### config.mk
export PLATFORM = sky130hd
export DESIGN_NAME = calibration_pattern_tx
export DESIGN_NICKNAME = d
export VERILOG_FILES = /design/src/rtl/calibration_pkg.sv /design/src/rtl/led_color_streamer.sv /design/src/rtl/calibration_pattern_tx.sv
export SDC_FILE = /design/constraint.sdc
export NUM_CORES = 1
export LEC_CHECK = 0
export ABC_AREA = 1
export BUFFER_PORTS_ARGS = -buffer_cell sky130_fd_sc_hd__buf_2
export CAP_MARGIN = 0
export CORE_MARGIN = 2
export CORE_UTILIZATION = 51
export DETAILED_ROUTE_END_ITERATION = 6
export GPL_ROUTABILITY_DRIVEN = 0
export PLACE_DENSITY = 0.9
export SETUP_SLACK_MARGIN = 0.02
export SYNTH_ARGS = -nofsm -noshare
export SYNTH_HDL_FRONTEND = slang
export SYNTH_HIERARCHICAL = 1
export SYNTH_SLANG_ARGS = --single-unit
### constraint.sdc
create_clock -name clk_pixel -period 2.98 [get_ports clk_pixel]
set_input_delay 0.745 -clock clk_pixel [delete_from_list [all_inputs] [get_ports clk_pixel]]
set_output_delay 0.745 -clock clk_pixel [all_outputs]
set_load 0.005 [all_outputs]
### src/rtl/calibration_pkg.sv
// -----------------------------------------------------------------------------
// calibration_pkg
// Shared types, constants and helpers for the LED calibration pattern
// transmitter and its camera-side capture counterpart.
//
// Contents:
//   calibration_tx_state_t : step FSM states of the LED-side transmitter
//   calibration_rx_state_t : step FSM states of the camera-side capture block
//   DEFAULT_ON_COLOR       : GRB colour shown for an address bit of 1
//   DEFAULT_OFF_COLOR      : GRB colour shown for an address bit of 0
//   addr_bit(addr, idx)    : bit idx of the code displayed for LED address addr
//
// Build option: CALIB_GRAY_CODE_EN. When defined, addr_bit() returns bits of
// the Gray code of the address, so adjacent LEDs differ in a single bit and
// a blurred boundary corrupts at most one step. The capture side must then
// Gray-decode the accumulated value. When undefined, plain binary is used.
// -----------------------------------------------------------------------------
package calibration_pkg;

  // Widest LED address that addr_bit() accepts.
  localparam int unsigned ADDR_MAX_W = 32;

  localparam logic [23:0] DEFAULT_ON_COLOR  = 24'h00FF00;
  localparam logic [23:0] DEFAULT_OFF_COLOR = 24'hFF0000;

  typedef enum logic [2:0] {
    TX_IDLE,
    TX_STREAM,
    TX_WAIT_STRIP,
    TX_TRIGGER,
    TX_WAIT_CAP_START,
    TX_WAIT_CAP_DONE,
    TX_DONE
  } calibration_tx_state_t;

  typedef enum logic [2:0] {
    RX_IDLE,
    RX_WAIT_FRAME,
    RX_CAPTURE,
    RX_ACCUMULATE,
    RX_DONE
  } calibration_rx_state_t;

  // The address must already be wrapped to LED_ADDRESS_WIDTH bits and
  // zero-extended, so the Gray shift pulls a 0 into the top address bit.
  function automatic logic addr_bit(input logic [ADDR_MAX_W-1:0] addr,
                                    input logic [4:0]            idx);
    logic [ADDR_MAX_W-1:0] code;
`ifdef CALIB_GRAY_CODE_EN
    code = addr ^ (addr >> 1);
`else
    code = addr;
`endif
    return code[idx];
  endfunction

endpackage

### src/rtl/led_color_streamer.sv
// -----------------------------------------------------------------------------
// led_color_streamer
// Streams one GRB colour per LED over a valid/ready handshake. LED i shows
// ON_COLOR when bit bit_index of its displayed address code is 1, OFF_COLOR
// otherwise. The LED address is i+ADDR_OFFSET, wrapped to LED_ADDRESS_WIDTH.
//
// Ports:
//   clk_pixel, rst_n : clock, asynchronous active-low reset
//   enable           : streaming is active (step FSM is in STREAM)
//   clear            : synchronous restart of the LED counter (start/abort)
//   bit_index        : address bit being displayed this step
//   color_out        : colour for the current LED (0 while not streaming)
//   color_valid      : color_out is valid
//   color_ready      : strip driver accepts color_out
//   color_last       : current LED is the last one of the frame
//   frame_done       : the last LED is being transferred this cycle
//
// Build option: CALIB_GRAY_CODE_EN selects Gray-coded addresses (see package).
// -----------------------------------------------------------------------------
module led_color_streamer
  import calibration_pkg::*;
#(
  parameter int unsigned NUM_LEDS          = 50,
  parameter int unsigned LED_ADDRESS_WIDTH = 10,
  parameter int unsigned ADDR_OFFSET       = 1,
  parameter logic [23:0] ON_COLOR          = DEFAULT_ON_COLOR,
  parameter logic [23:0] OFF_COLOR         = DEFAULT_OFF_COLOR,
  localparam int unsigned BIT_W = (LED_ADDRESS_WIDTH > 1) ? $clog2(LED_ADDRESS_WIDTH) : 1
) (
  input  logic             clk_pixel,
  input  logic             rst_n,
  input  logic             enable,
  input  logic             clear,
  input  logic [BIT_W-1:0] bit_index,
  output logic [23:0]      color_out,
  output logic             color_valid,
  input  logic             color_ready,
  output logic             color_last,
  output logic             frame_done
);

  localparam int unsigned CNT_W = (NUM_LEDS > 1) ? $clog2(NUM_LEDS) : 1;
  localparam logic [CNT_W-1:0] LAST_LED = CNT_W'(NUM_LEDS - 1);

  logic [CNT_W-1:0]             led_count;
  logic [LED_ADDRESS_WIDTH-1:0] led_addr;
  logic                         is_last;
  logic                         xfer;

  // Address arithmetic wraps at LED_ADDRESS_WIDTH bits.
  assign led_addr = LED_ADDRESS_WIDTH'(led_count) + LED_ADDRESS_WIDTH'(ADDR_OFFSET);

  // Everything below depends only on led_count and bit_index, which hold
  // during a stall, so colour and last stay stable while ready is low.
  assign is_last     = (led_count == LAST_LED);
  assign color_valid = enable;
  assign color_last  = enable && is_last;
  assign color_out   = !enable ? 24'h000000 :
                       addr_bit(ADDR_MAX_W'(led_addr), 5'(bit_index)) ? ON_COLOR : OFF_COLOR;
  assign xfer        = enable && color_ready;
  assign frame_done  = xfer && is_last;

  // NOTE: clocked state is written with non-blocking assignments so every
  // register samples pre-edge values regardless of process ordering.
  always_ff @(posedge clk_pixel or negedge rst_n) begin
    if (!rst_n) begin
      led_count <= '0;
    end else if (clear) begin
      led_count <= '0;
    end else if (xfer) begin
      led_count <= is_last ? '0 : led_count + CNT_W'(1);
    end
  end

endmodule

### src/rtl/calibration_pattern_tx.sv
// -----------------------------------------------------------------------------
// calibration_pattern_tx
// LED-side calibration sequencer. One step per address bit, MSB first: stream
// a frame whose colours encode that bit of every LED's address, wait for the
// strip to latch, trigger one capture step and wait for it to finish.
//
// Ports:
//   clk_pixel, rst_n          : clock, asynchronous active-low reset
//   start_calibration         : pulse, starts a sequence (honoured in IDLE only)
//   abort                     : level, returns to IDLE; overrides everything
//   color_out/valid/ready/last: colour stream to the strip driver
//   strip_done                : pulse, strip latch/reset period completed
//   start_calibration_step    : one-cycle trigger to the capture FSM
//   should_overwrite_latch    : level, high during the first (MSB) step
//   step_busy                 : capture FSM is not idle
//   bit_index                 : address bit currently displayed
//   busy                      : sequencer is not idle
//   done                      : one-cycle pulse when a sequence completes
//
// Build option: CALIB_GRAY_CODE_EN selects Gray-coded addresses (see package).
// -----------------------------------------------------------------------------
module calibration_pattern_tx
  import calibration_pkg::*;
#(
  parameter int unsigned NUM_LEDS          = 50,
  parameter int unsigned LED_ADDRESS_WIDTH = 10,
  parameter int unsigned ADDR_OFFSET       = 1,
  parameter logic [23:0] ON_COLOR          = DEFAULT_ON_COLOR,
  parameter logic [23:0] OFF_COLOR         = DEFAULT_OFF_COLOR,
  localparam int unsigned BIT_W = (LED_ADDRESS_WIDTH > 1) ? $clog2(LED_ADDRESS_WIDTH) : 1
) (
  input  logic             clk_pixel,
  input  logic             rst_n,
  input  logic             start_calibration,
  input  logic             abort,
  output logic [23:0]      color_out,
  output logic             color_valid,
  input  logic             color_ready,
  output logic             color_last,
  input  logic             strip_done,
  output logic             start_calibration_step,
  output logic             should_overwrite_latch,
  input  logic             step_busy,
  output logic [BIT_W-1:0] bit_index,
  output logic             busy,
  output logic             done
);

  localparam logic [BIT_W-1:0] TOP_BIT = BIT_W'(LED_ADDRESS_WIDTH - 1);

  calibration_tx_state_t state_q, state_d;
  logic [BIT_W-1:0]      bit_index_q, bit_index_d;
  logic                  stream_clear;
  logic                  frame_done;

  always_ff @(posedge clk_pixel or negedge rst_n) begin
    if (!rst_n) begin
      state_q     <= TX_IDLE;
      bit_index_q <= TOP_BIT;
    end else begin
      state_q     <= state_d;
      bit_index_q <= bit_index_d;
    end
  end

  // NOTE: every signal driven here gets a default first, so no path through
  // the case leaves it unassigned and no latch is inferred.
  always_comb begin
    state_d      = state_q;
    bit_index_d  = bit_index_q;
    stream_clear = 1'b0;

    if (abort) begin
      // The streamer's clear beats its transfer increment, so a handshake
      // in the abort cycle is dropped.
      state_d      = TX_IDLE;
      stream_clear = 1'b1;
    end else begin
      unique case (state_q)
        TX_IDLE: begin
          if (start_calibration) begin
            bit_index_d  = TOP_BIT;
            stream_clear = 1'b1;
            state_d      = TX_STREAM;
          end
        end
        TX_STREAM: begin
          if (frame_done) state_d = TX_WAIT_STRIP;
        end
        TX_WAIT_STRIP: begin
          if (strip_done) state_d = TX_TRIGGER;
        end
        TX_TRIGGER: begin
          state_d = TX_WAIT_CAP_START;
        end
        TX_WAIT_CAP_START: begin
          // Waiting for busy to rise first keeps a slow capture FSM from
          // being mistaken for a finished one.
          if (step_busy) state_d = TX_WAIT_CAP_DONE;
        end
        TX_WAIT_CAP_DONE: begin
          if (!step_busy) begin
            if (bit_index_q == '0) begin
              state_d = TX_DONE;
            end else begin
              bit_index_d = bit_index_q - BIT_W'(1);
              state_d     = TX_STREAM;
            end
          end
        end
        TX_DONE: begin
          state_d = TX_IDLE;
        end
        default: begin
          state_d = TX_IDLE;
        end
      endcase
    end
  end

  led_color_streamer #(
    .NUM_LEDS          (NUM_LEDS),
    .LED_ADDRESS_WIDTH (LED_ADDRESS_WIDTH),
    .ADDR_OFFSET       (ADDR_OFFSET),
    .ON_COLOR          (ON_COLOR),
    .OFF_COLOR         (OFF_COLOR)
  ) u_streamer (
    .clk_pixel   (clk_pixel),
    .rst_n       (rst_n),
    .enable      (state_q == TX_STREAM),
    .clear       (stream_clear),
    .bit_index   (bit_index_q),
    .color_out   (color_out),
    .color_valid (color_valid),
    .color_ready (color_ready),
    .color_last  (color_last),
    .frame_done  (frame_done)
  );

  assign bit_index              = bit_index_q;
  assign busy                   = (state_q != TX_IDLE);
  assign done                   = (state_q == TX_DONE);
  assign start_calibration_step = (state_q == TX_TRIGGER);
  // Held as a level through the whole step so the capture FSM may sample it
  // whenever it reacts to the trigger.
  assign should_overwrite_latch = (state_q != TX_IDLE) && (bit_index_q == TOP_BIT);

endmodule

==> results of run 1 <==
[cell usage in the layout, fill, tap and decap left out, types with 2 or more instances in the layout]
cell and count:
nand2_1 37, buf_2 32, inv_1 21, nand3_1 19, dfrtp_1 11, nor2_1 10
conb_1 8, ha_1 5, inv_2 4, a21oi_1 4, o21ai_0 4, o22ai_1 4
nor3_1 3, nand4_1 3, o21ai_1 3, clkbuf_4 3, nand3_2 2, nor2_4 2
nand4_2 2, nand3_4 2, or2_2 2, dfstp_2 2, a21oi_2 2, and2_1 2
[worst max-delay path, stage by stage (launching register included)]
cell	delay, ns
dfrtp_1	0.50
ha_1	0.25
nand3_1	0.11
nand2_1	0.10
nand3_1	0.08
nand2_1	0.09
inv_2	0.04
nand2_1	0.05
nand2_1	0.07
a21oi_2	0.26
buf_2	0.17
[through the flow]
step	setup WS, ns	hold WS [ns]	std cells	total power, mW
after floorplan	0.524	0.449	190	0.727
after global placement	0.568	0.495	226	0.767
after detailed placement	0.503	0.502	226	0.779
after CTS	0.177	0.340	230	0.893
after global routing	0.0708	0.343	230	0.987
final	0.227	0.331	230	0.899
[power by group through the flow]
stage / Clock [mW] / Sequential (mW) / Combinational, mW
6_report: 0.115 / 0.286 / 0.498
5_1_grt: 0.124 / 0.293 / 0.569
4_1_cts: 0.114 / 0.286 / 0.492
3_5_place_dp: 0 / 0.289 / 0.490
3_3_place_gp: 0 / 0.285 / 0.482
2_1_floorplan: 0 / 0.258 / 0.469
[synthesized netlist by cell type (all sizes together)]
library cell,count,share of area [%]
nand2,39,12
buf,26,15
inv,26,7.6
nand3,23,11
nor2,13,4.9
dfrtp,11,21
o21ai,9,4.6
a21oi,6,2.6
ha,5,4.8
nand4,5,3.3
o22ai,4,1.9
nor3,3,1.1
and2,2,0.95
dfstp,2,4.0
or2,2,0.95
a21boi,1,0.57
a31oi,1,0.48
clkinv,1,0.38
conb,1,0.29
nand3b,1,0.57
o21bai,1,0.86
xnor2,1,0.67
[routing by layer]
metal	up-vias	track usage [%]	share of wire, %
met1	521	23.3	45
met5	-	0	0
met3	6	1.91	5.2
li1	597	-	-
met2	46	32.1	49
met4	0	6.67	0.98
[repair_timing]
| item | 4_1_cts | 5_1_grt |
|---|---|---|
| hold buffers | 0 | 0 |
| resized for setup | 0 | 2 |
| endpoints found under the setup margin | 0 | 16 |
[state kept, by name, summed over array words and instances (netlist names)]
name and count:
bit_index 4, state_q 3, u_streamer/led_count 6
[final cells by class]
type | count | area [sq um]
fill | 228 | 1080
timing repair buffer | 32 | 160
inverter | 27 | 105
clock buffer | 4 | 26.3
sequential | 13 | 328
multi-input combinational | 124 | 713
tap | 30 | 37.5
[kinds of logic (layout without fill, tap and decap cells)]
family          after synthesis  count (layout)  synth area share (%)
compound gates               22              22                  11.0
xor+xnor                      1               1                 0.667
other cells                   1               8                 0.286
fa+ha+maj                     5               5                  4.77
simple gates                 88              88                  35.2
buf+inv                      53              63                  23.2
flops                        13              13                  25.0
[worst min path at each step]
| stage | start | endpoint | slack (ns) |
|---|---|---|---|
| detailed placement | bit_index[3] | bit_index[3] | 0.50 |
| global route | rst_n | u_streamer/led_count[5] | 0.34 |
| finish | rst_n | u_streamer/led_count[1] | 0.33 |
| CTS | rst_n | u_streamer/led_count[5] | 0.34 |
| global placement | bit_index[3] | bit_index[3] | 0.49 |
| floorplan | rst_n | bit_index[1] | 0.45 |
==> summary.txt, run 1 <==
CTS
  • Post-CTS Setup Bufs: 0
  • Total CTS buffers: 3
  • Max clock buf depth: 2
  • Latest clock arrival within the worst-skew pair: 0.28 ns
  • Worst-path clk slew: 0.08 ns
  • # H-tree levels: 1
  • Clock root buffer: clkbuf_4
  • Clock sink total: 13
  • CTS tree: done

Global routing
  • First-pass GRT wire length: 4.06 mm
  • Initial antenna violation count: 0
  • Grt ovf: 0
  • Largest net degree at the start of global routing: 14
  • All-Layer GR Usage: 18.5%
  • Vias in the first global route: 965

Timing
  • Fmax: 363 MHz
  • Final period util: 92.4%
  • Setup tns final: 0 ns
  • RSZ-0062 raised after global routing: no
  • Slew Viols, Final: 0
  • Final setup fails: 0
  • Hold Violations, Final: 0
  • Clock skew: 0.00183 ns
  • Min cycle time layout: 2.75 ns

Placement
  • Placed Area: 0.00134 sq mm
  • Port Buffer Count: 32
  • Dpl hpwl: 2.00 mm

Worst setup path
  • R2R Path Start: state_q[2]
  • CP Max Fanout: 8
  • R2R cell count: 9
  • Crit path DAT: 2.01 ns
  • Critical path class: reg -> out
  • Crit end category: output port
  • Crit path launch: u_streamer/led_count[0]
  • Reg-to-reg slack, setup: 1.15 ns
  • Critical path startpoint category: register
  • Critical Path End: color_out[17]
  • Worst reg2reg path endpoint: state_q[2]
  • Critical Path RT: 2.24 ns

Die
  • Die ar.: 0.00300 sq mm
  • Die Width: 54.7 um
  • Core ar.: 0.00245 sq mm
  • IO Count: 41
  • FP Rows: 18
  • Die Y: 54.7 um
  • Starting Density: 53.5%

Power
  • Pleak: 0.745 nW
  • Peak VDD IR: 0.362 mV
  • Sw power: 423 uW
  • Logic pwr share: 55.4%
  • Switching Share: 47.0%
  • P_int: 477 uW
  • Clock share of power: 12.8%
  • Flop pwr share: 31.8%
  • Pwr dens: 656 mW/mm^2

Run status
  • Status: completed

Logic synthesis
  • Syn Inst Count: 183
  • Synthesized area: 0.00131 sq mm
  • Mapped Avg Cell Area: 7.17 sq um
  • Synth cell types: 35
  • Seq/Total Area, Yosys: 25.0%
  • Seq cells post-synth: 13
  • Synth warnings: 6

Worst hold path
  • Type of the most critical hold path: in -> async

Route
  • 1st-iter DRT viols: 21
  • First-pass DRT Iterations: 4
  • Routed vias: 1170
  • Antenna viol nets, final: 0
  • Avg WL per Cell: 11.1 um
  • Via-to-Cell Ratio: 5.09
  • DRC: 0
  • Routed wire length: 2.55 mm

Cells and area
  • ANT cells: 0
  • Final instance area: 0.00137 sq mm
  • Area grow syn2layout: 4.38%
  • Fin nets: 213
  • Fin util: 55.8%
  • Share of final-layout standard cells stronger than drive strength 1: 30.5%

Job
  • Max cap viols: 0
Power figures use the tool's default switching activity.
==> inputs of run 2 (changes only) <==
- ABC_AREA: 1 -> 0
==> summary.txt, run 2 <==
Global routing
  • Vias in the first global route: 816 (-15%)
  • Largest net degree at the start of global routing: 14 (unchanged)
  • First-pass GRT wire length: 3.70 mm (-8.8%)
  • All-Layer GR Usage: 17.7% (-0.80 points)
  • Grt ovf: 0 (unchanged)
  • Initial antenna violation count: 0 (unchanged)

Worst setup path
  • Critical path class: reg -> out
  • Critical Path RT: 2.24 ns (about the same)
  • Critical path startpoint category: register
  • Crit end category: output port
  • CP Max Fanout: 8 (unchanged)
  • Crit path DAT: 2.04 ns (+0.03 ns)

Power
  • P_int: 399 uW (-16%)
  • Peak VDD IR: 0.341 mV (-5.8%)
  • Sw power: 277 uW (-34%)
  • Clock share of power: 16.5% (+3.7 points)
  • Switching Share: 41.0% (-6.0 points)
  • Total power: 677 uW (-25%)
  • Pleak: 0.649 nW (-13%)
  • Pwr dens: 505 mW/mm^2 (-23%)
  • Logic pwr share: 46.0% (-9.4 points)
  • Flop pwr share: 37.5% (+5.7 points)

Die
  • Starting Density: 52.6% (-0.82 points)
  • IO Count: 41 (unchanged)
  • FP Rows: 18 (unchanged)
  • Die Width: 53.9 um (-1.6%)
  • Die ar.: 0.00290 sq mm (-3.1%)
  • Core ar.: 0.00241 sq mm (-1.8%)
  • Die Y: 53.9 um (-1.6%)

Cells and area
  • Most frequent cells in the layout: buf_2, nand2_1, dfrtp_1
  • Most flops, register: u_streamer/led_count
  • Most common cell after layout, fill and taps aside: buf_2
  • Share of final-layout standard cells stronger than drive strength 1: 33.3% (+2.8 points)
  • Area grow syn2layout: 5.52%
  • Max reg flops: 6 (unchanged)
  • ANT cells: 0 (unchanged)
  • Fin util: 55.6% (-0.25 points)
  • Fin nets: 178 (-16%)

Timing
  • Worst Tran Pin Value: 0.549 ns
  • Final period util: 93.6% (+1.2 points)
  • Rel. slew slack: 63.3%
  • Clock skew: 0.00607 ns (+0.00424 ns)
  • Final setup fails: 0 (unchanged)
  • Fmax: 359 MHz (-1.3%)
  • Min cycle time layout: 2.79 ns (+0.0361 ns)
  • Slew Viols, Final: 0 (unchanged)
  • Hold Violations, Final: 0 (unchanged)
  • RSZ-0062 raised after global routing: no

Placement
  • Port Buffer Count: 32 (unchanged)
  • Dpl hpwl: 1.78 mm (-11%)

Route
  • DRC: 0 (unchanged)
  • Antenna viol nets, final: 0 (unchanged)
  • Routed wire length: 2.41 mm (-5.6%)
  • 1st-iter DRT viols: 28 (+33%)
  • Routed vias: 1060 (-9.4%)
  • Avg WL per Cell: 12.3 um (+11%)
  • Via-to-Cell Ratio: 5.44 (+6.9%)
  • First-pass DRT Iterations: 4 (unchanged)

CTS
  • Post-CTS Setup Bufs: 0 (unchanged)
  • Total CTS buffers: 3 (unchanged)
  • # H-tree levels: 1 (unchanged)
  • Latest clock arrival within the worst-skew pair: 0.28 ns (about the same)
  • Max clock buf depth: 2 (unchanged)
  • Worst-path clk slew: 0.09 ns (about the same)
  • CTS tree: done
  • Clock root buffer: clkbuf_4
  • Clock sink total: 13 (unchanged)

Logic synthesis
  • Mapped Avg Cell Area: 8.46 sq um (+18%)
  • Top-count cell post-synth: buf_4
  • Synth cell types: 50 (+43%)
  • Top-area cell type share of the netlist area: 21.7% (+0.72 points)
  • Post-synth EDFFs: 0 (unchanged)
  • Synth top area cells: dfrtp_1, buf_4, ha_1
  • Synth async-reset ratio: 100% (unchanged)
  • Top cell type by total area after synthesis: dfrtp_1
  • Seq cells post-synth: 13 (unchanged)
  • Seq/Total Area, Yosys: 25.8% (+0.86 points)
  • Synthesized area: 0.00127 sq mm (-3.3%)
  • Synth warnings: 6 (unchanged)
  • Syn Inst Count: 150 (-18%)
  • Ys flop type: dfrtp_1
  • Commonest cells in the netlist: buf_4, dfrtp_1, nand2_1

Run status
  • Status: completed

Job
  • Max cap viols: 0 (unchanged)

Worst hold path
  • Type of the most critical hold path: in -> async
run 2: cell types whose count changed after synthesis, sizes merged, moves of 3 or more:
cell    delta
a311oi     +3
and3       +3
inv       -18
mux2i      +3
nand2     -28
nand2b     +6
nand3     -22
nand4      -5
nor2       -5
nor2b      +5
nor3b      +4
o21ai      +4
o22ai      -3
or3b       +3
run 2: worst max-delay path: stages, from the launching register on:
cell,delay [ns]
dfrtp_2,0.47
ha_4,0.20
nand2b_1,0.16
a311oi_2,0.25
a311oi_1,0.09
a311oi_2,0.27
and2_4,0.22
buf_2,0.12
run 2: worst paths after layout:
check	endpoint	from	depth (start not counted)	slack, ns
worst min-delay path	bit_index[1]	rst_n	1	0.33
worst min register to register	u_streamer/led_count[5]	u_streamer/led_count[5]	1	0.58
min in group clk_pixel	u_streamer/led_count[5]	u_streamer/led_count[5]	1	0.58
max in group asynchronous	bit_index[0]	rst_n	1	2.37
worst max register to register	state_q[1]	state_q[1]	6	0.91
worst max-delay path	color_out[14]	u_streamer/led_count[0]	7	0.19
run 2: cell type report:
| type | count | area, sq um |
|---|---|---|
| Fill cell | 223 | 1070 |
| Multi-Input combinational cell | 108 | 753 |
| Sequential cell | 13 | 330 |
| Timing Repair Buffer | 32 | 160 |
| Tap cell | 30 | 37.5 |
| Inverter | 8 | 30.0 |
| Clock buffer | 3 | 22.5 |
| Clock inverter | 1 | 5.00 |
run 2: power groups by stage:
stage	clock (mW)	sequential [mW]	combinational [mW]
after floorplan	0	0.218	0.304
after global placement	0	0.252	0.302
after detailed placement	0	0.255	0.308
after CTS	0.116	0.252	0.311
after global routing	0.128	0.263	0.354
final	0.112	0.254	0.311
run 2: repair_timing:
action | 4_1_cts | 5_1_grt
hold buffers | 0 | 0
pin swaps | 0 | 1
hold endpoints to repair | 0 | 0
setup endpoints to repair | 16 | 16
resized for setup | 1 | 6
run 2: through the flow:
stage / setup WS, ns / instance area (sq um) / setup TNS [ns] / instances / hold WS, ns
after floorplan: 0.389 / 1290 / 0 / 157 / 0.449
after global placement: 0.373 / 1280 / 0 / 191 / 0.557
after detailed placement: 0.295 / 1280 / 0 / 191 / 0.560
after CTS: -0.00199 / 1320 / -0.00275 / 195 / 0.337
after global routing: 0.00701 / 1340 / 0 / 195 / 0.335
final: 0.191 / 1340 / 0 / 195 / 0.333
run 2: routing by layer:
layer | vias up | global-route usage [%] | part of all wire (%)
met1 | 492 | 22.9 | 43
li1 | 535 | - | -
met2 | 31 | 29.7 | 51
met4 | 0 | 3.85 | 0.21
met5 | - | 0 | 0
met3 | 2 | 4.17 | 5.3
run 2: logic make-up (layout without fill, tap and decap cells):
family	count (synthesis)	count (layout)	synth area share (%)
XOR/XNOR	2	2	1.38
buffers and inverters	36	44	18.7
AO/OA/AOI/OAI	36	36	20.7
flip-flops	13	13	25.8
other	1	8	0.296
multiplexers	3	3	2.37
AND/OR/NAND/NOR	54	54	25.7
adder cells (fa/ha/maj)	5	5	4.93
==> inputs of run 3 (changes only) <==
- CORE_MARGIN: 2 -> 10
- CORE_UTILIZATION: 51 -> 54
- PLACE_DENSITY: 0.9 -> 0.94
- clock period: 2.98 -> 3.5 ns (I/O delays scaled with it)
==> summary.txt, run 3 (same netlist as run 2, synthesis figures left out) <==
Route
  • DRC: 0 (unchanged)
  • 1st-iter DRT viols: 62 (+120%)
  • Via-to-Cell Ratio: 5.66 (+4.2%)
  • First-pass DRT Iterations: 4 (unchanged)
  • Routed wire length: 3.01 mm (+25%)
  • Avg WL per Cell: 15.6 um (+26%)
  • Antenna viol nets, final: 0 (unchanged)
  • Routed vias: 1093 (+3.1%)

Timing
  • Clock skew: 0.00445 ns (-0.00162 ns)
  • Rel. slew slack: 63.5% (+0.21 points)
  • Setup tns final: 0 ns (unchanged)
  • Final setup fails: 0 (unchanged)
  • Fmax: 311 MHz
  • Hold Violations, Final: 0 (unchanged)
  • Min cycle time layout: 3.22 ns
  • Final period util: 92.0%
  • Worst Tran Pin Value: 0.546 ns (-0.00310 ns)
  • RSZ-0062 raised after global routing: no
  • Slew Viols, Final: 0 (unchanged)

Cells and area
  • Most flops, register: u_streamer/led_count
  • Max reg flops: 6 (unchanged)
  • Fin nets: 178 (unchanged)
  • Most common cell after layout, fill and taps aside: buf_2
  • ANT cells: 0 (unchanged)
  • Share of final-layout standard cells stronger than drive strength 1: 29.1% (-4.2 points)
  • Fin util: 58.6% (+3.0 points)
  • Most frequent cells in the layout: buf_2, nand2_1, dfrtp_1
  • Area grow syn2layout: 3.16%

Die
  • Die ar.: 0.00469 sq mm (+62%)
  • Die Width: 68.5 um (+27%)
  • Starting Density: 56.8% (+4.2 points)
  • Die Y: 68.5 um (+27%)
  • FP Rows: 17 (-1)
  • IO Count: 41 (unchanged)
  • Core ar.: 0.00223 sq mm (-7.3%)

Global routing
  • Vias in the first global route: 1051 (+29%)
  • All-Layer GR Usage: 13.3% (-4.4 points)
  • Initial antenna violation count: 0 (unchanged)
  • First-pass GRT wire length: 4.88 mm (+32%)
  • Grt ovf: 0 (unchanged)
  • Largest net degree at the start of global routing: 14 (unchanged)

Job
  • Max cap viols: 0 (unchanged)

CTS
  • CTS Hold Bufs: 0 (unchanged)
  • # H-tree levels: 1 (unchanged)
  • Max clock buf depth: 2 (unchanged)
  • Total CTS buffers: 3 (unchanged)
  • Worst-path clk slew: 0.09 ns (about the same)
  • Post-CTS Resized: 0 (-1)
  • Clock sink total: 13 (unchanged)
  • CTS tree: done
  • Latest clock arrival within the worst-skew pair: 0.29 ns (about the same)
  • Clock root buffer: clkbuf_4
  • Post-CTS Setup Bufs: 0 (unchanged)

Placement
  • Port Buffer Count: 32 (unchanged)
  • Dpl hpwl: 2.34 mm (+31%)

Power
  • Pwr dens: 450 mW/mm^2 (-11%)
  • Peak VDD IR: 0.340 mV (-0.36%)
  • Pleak: 0.650 nW (+0.21%)

Worst setup path
  • Crit path DAT: 2.35 ns (+0.31 ns)
  • Critical path startpoint category: register
  • Critical path class: reg -> out
  • Critical Path RT: 2.62 ns (+0.38 ns)
  • CP Max Fanout: 8 (unchanged)
  • Crit end category: output port

Run status
  • Status: completed

Worst hold path
  • Type of the most critical hold path: in -> async
[run 3: final cells by class]
class | instances | area (sq um)
Tap cell | 28 | 35.0
Sequential cell | 13 | 328
Timing Repair Buffer | 32 | 160
Clock buffer | 4 | 26.3
Multi-Input combinational cell | 108 | 729
Fill cell | 212 | 925
Inverter | 8 | 30.0
[run 3: worst paths after layout]
path,startpoint,endpoint,slack [ns],depth (start not counted)
max in group asynchronous,rst_n,bit_index[0],2.74,1
max,u_streamer/led_count[0],color_out[15],0.28,7
min,rst_n,u_streamer/led_count[3],0.47,1
min reg2reg,u_streamer/led_count[5],u_streamer/led_count[5],0.58,1
min in group clk_pixel,u_streamer/led_count[5],u_streamer/led_count[5],0.58,1
max reg2reg,state_q[1],state_q[1],1.41,6
[run 3: metal layers]
layer | part of all wire, % | vias up | global-route usage (%)
li1 | - | 526 | -
met1 | 38 | 512 | 15.0
met2 | 55 | 49 | 22.0
met3 | 5.9 | 6 | 3.43
met4 | 1.4 | 0 | 7.79
met5 | 0 | - | 0
[run 3: worst max-delay path: stages (launching register included)]
cell and delay (ns):
dfrtp_1 0.46, ha_1 0.31, nand2b_1 0.18, a311oi_2 0.25, a311oi_1 0.07, a311oi_1 0.34, and2_1 0.28, buf_2 0.16
[run 3: power breakdown]
part | switching (mW) | internal [mW] | leakage [nW]
sequential | 0.0486 | 0.168 | 0.173
combinational | 0.144 | 0.128 | 0.462
clock | 0.0571 | 0.0443 | 0.0150
total | 0.249 | 0.340 | 0.650
[run 3: through the flow]
step / setup slack (ns) / std cells / area (sq um) / hold WS (ns) / total power, mW
CTS: 0.281 / 193 / 1310 / 0.472 / 0.593
detailed placement: 0.600 / 189 / 1280 / 0.566 / 0.493
floorplan: 0.779 / 157 / 1290 / 0.512 / 0.445
global placement: 0.710 / 189 / 1280 / 0.536 / 0.480
global route: 0.0773 / 193 / 1310 / 0.476 / 0.641
finish: 0.280 / 193 / 1310 / 0.467 / 0.589
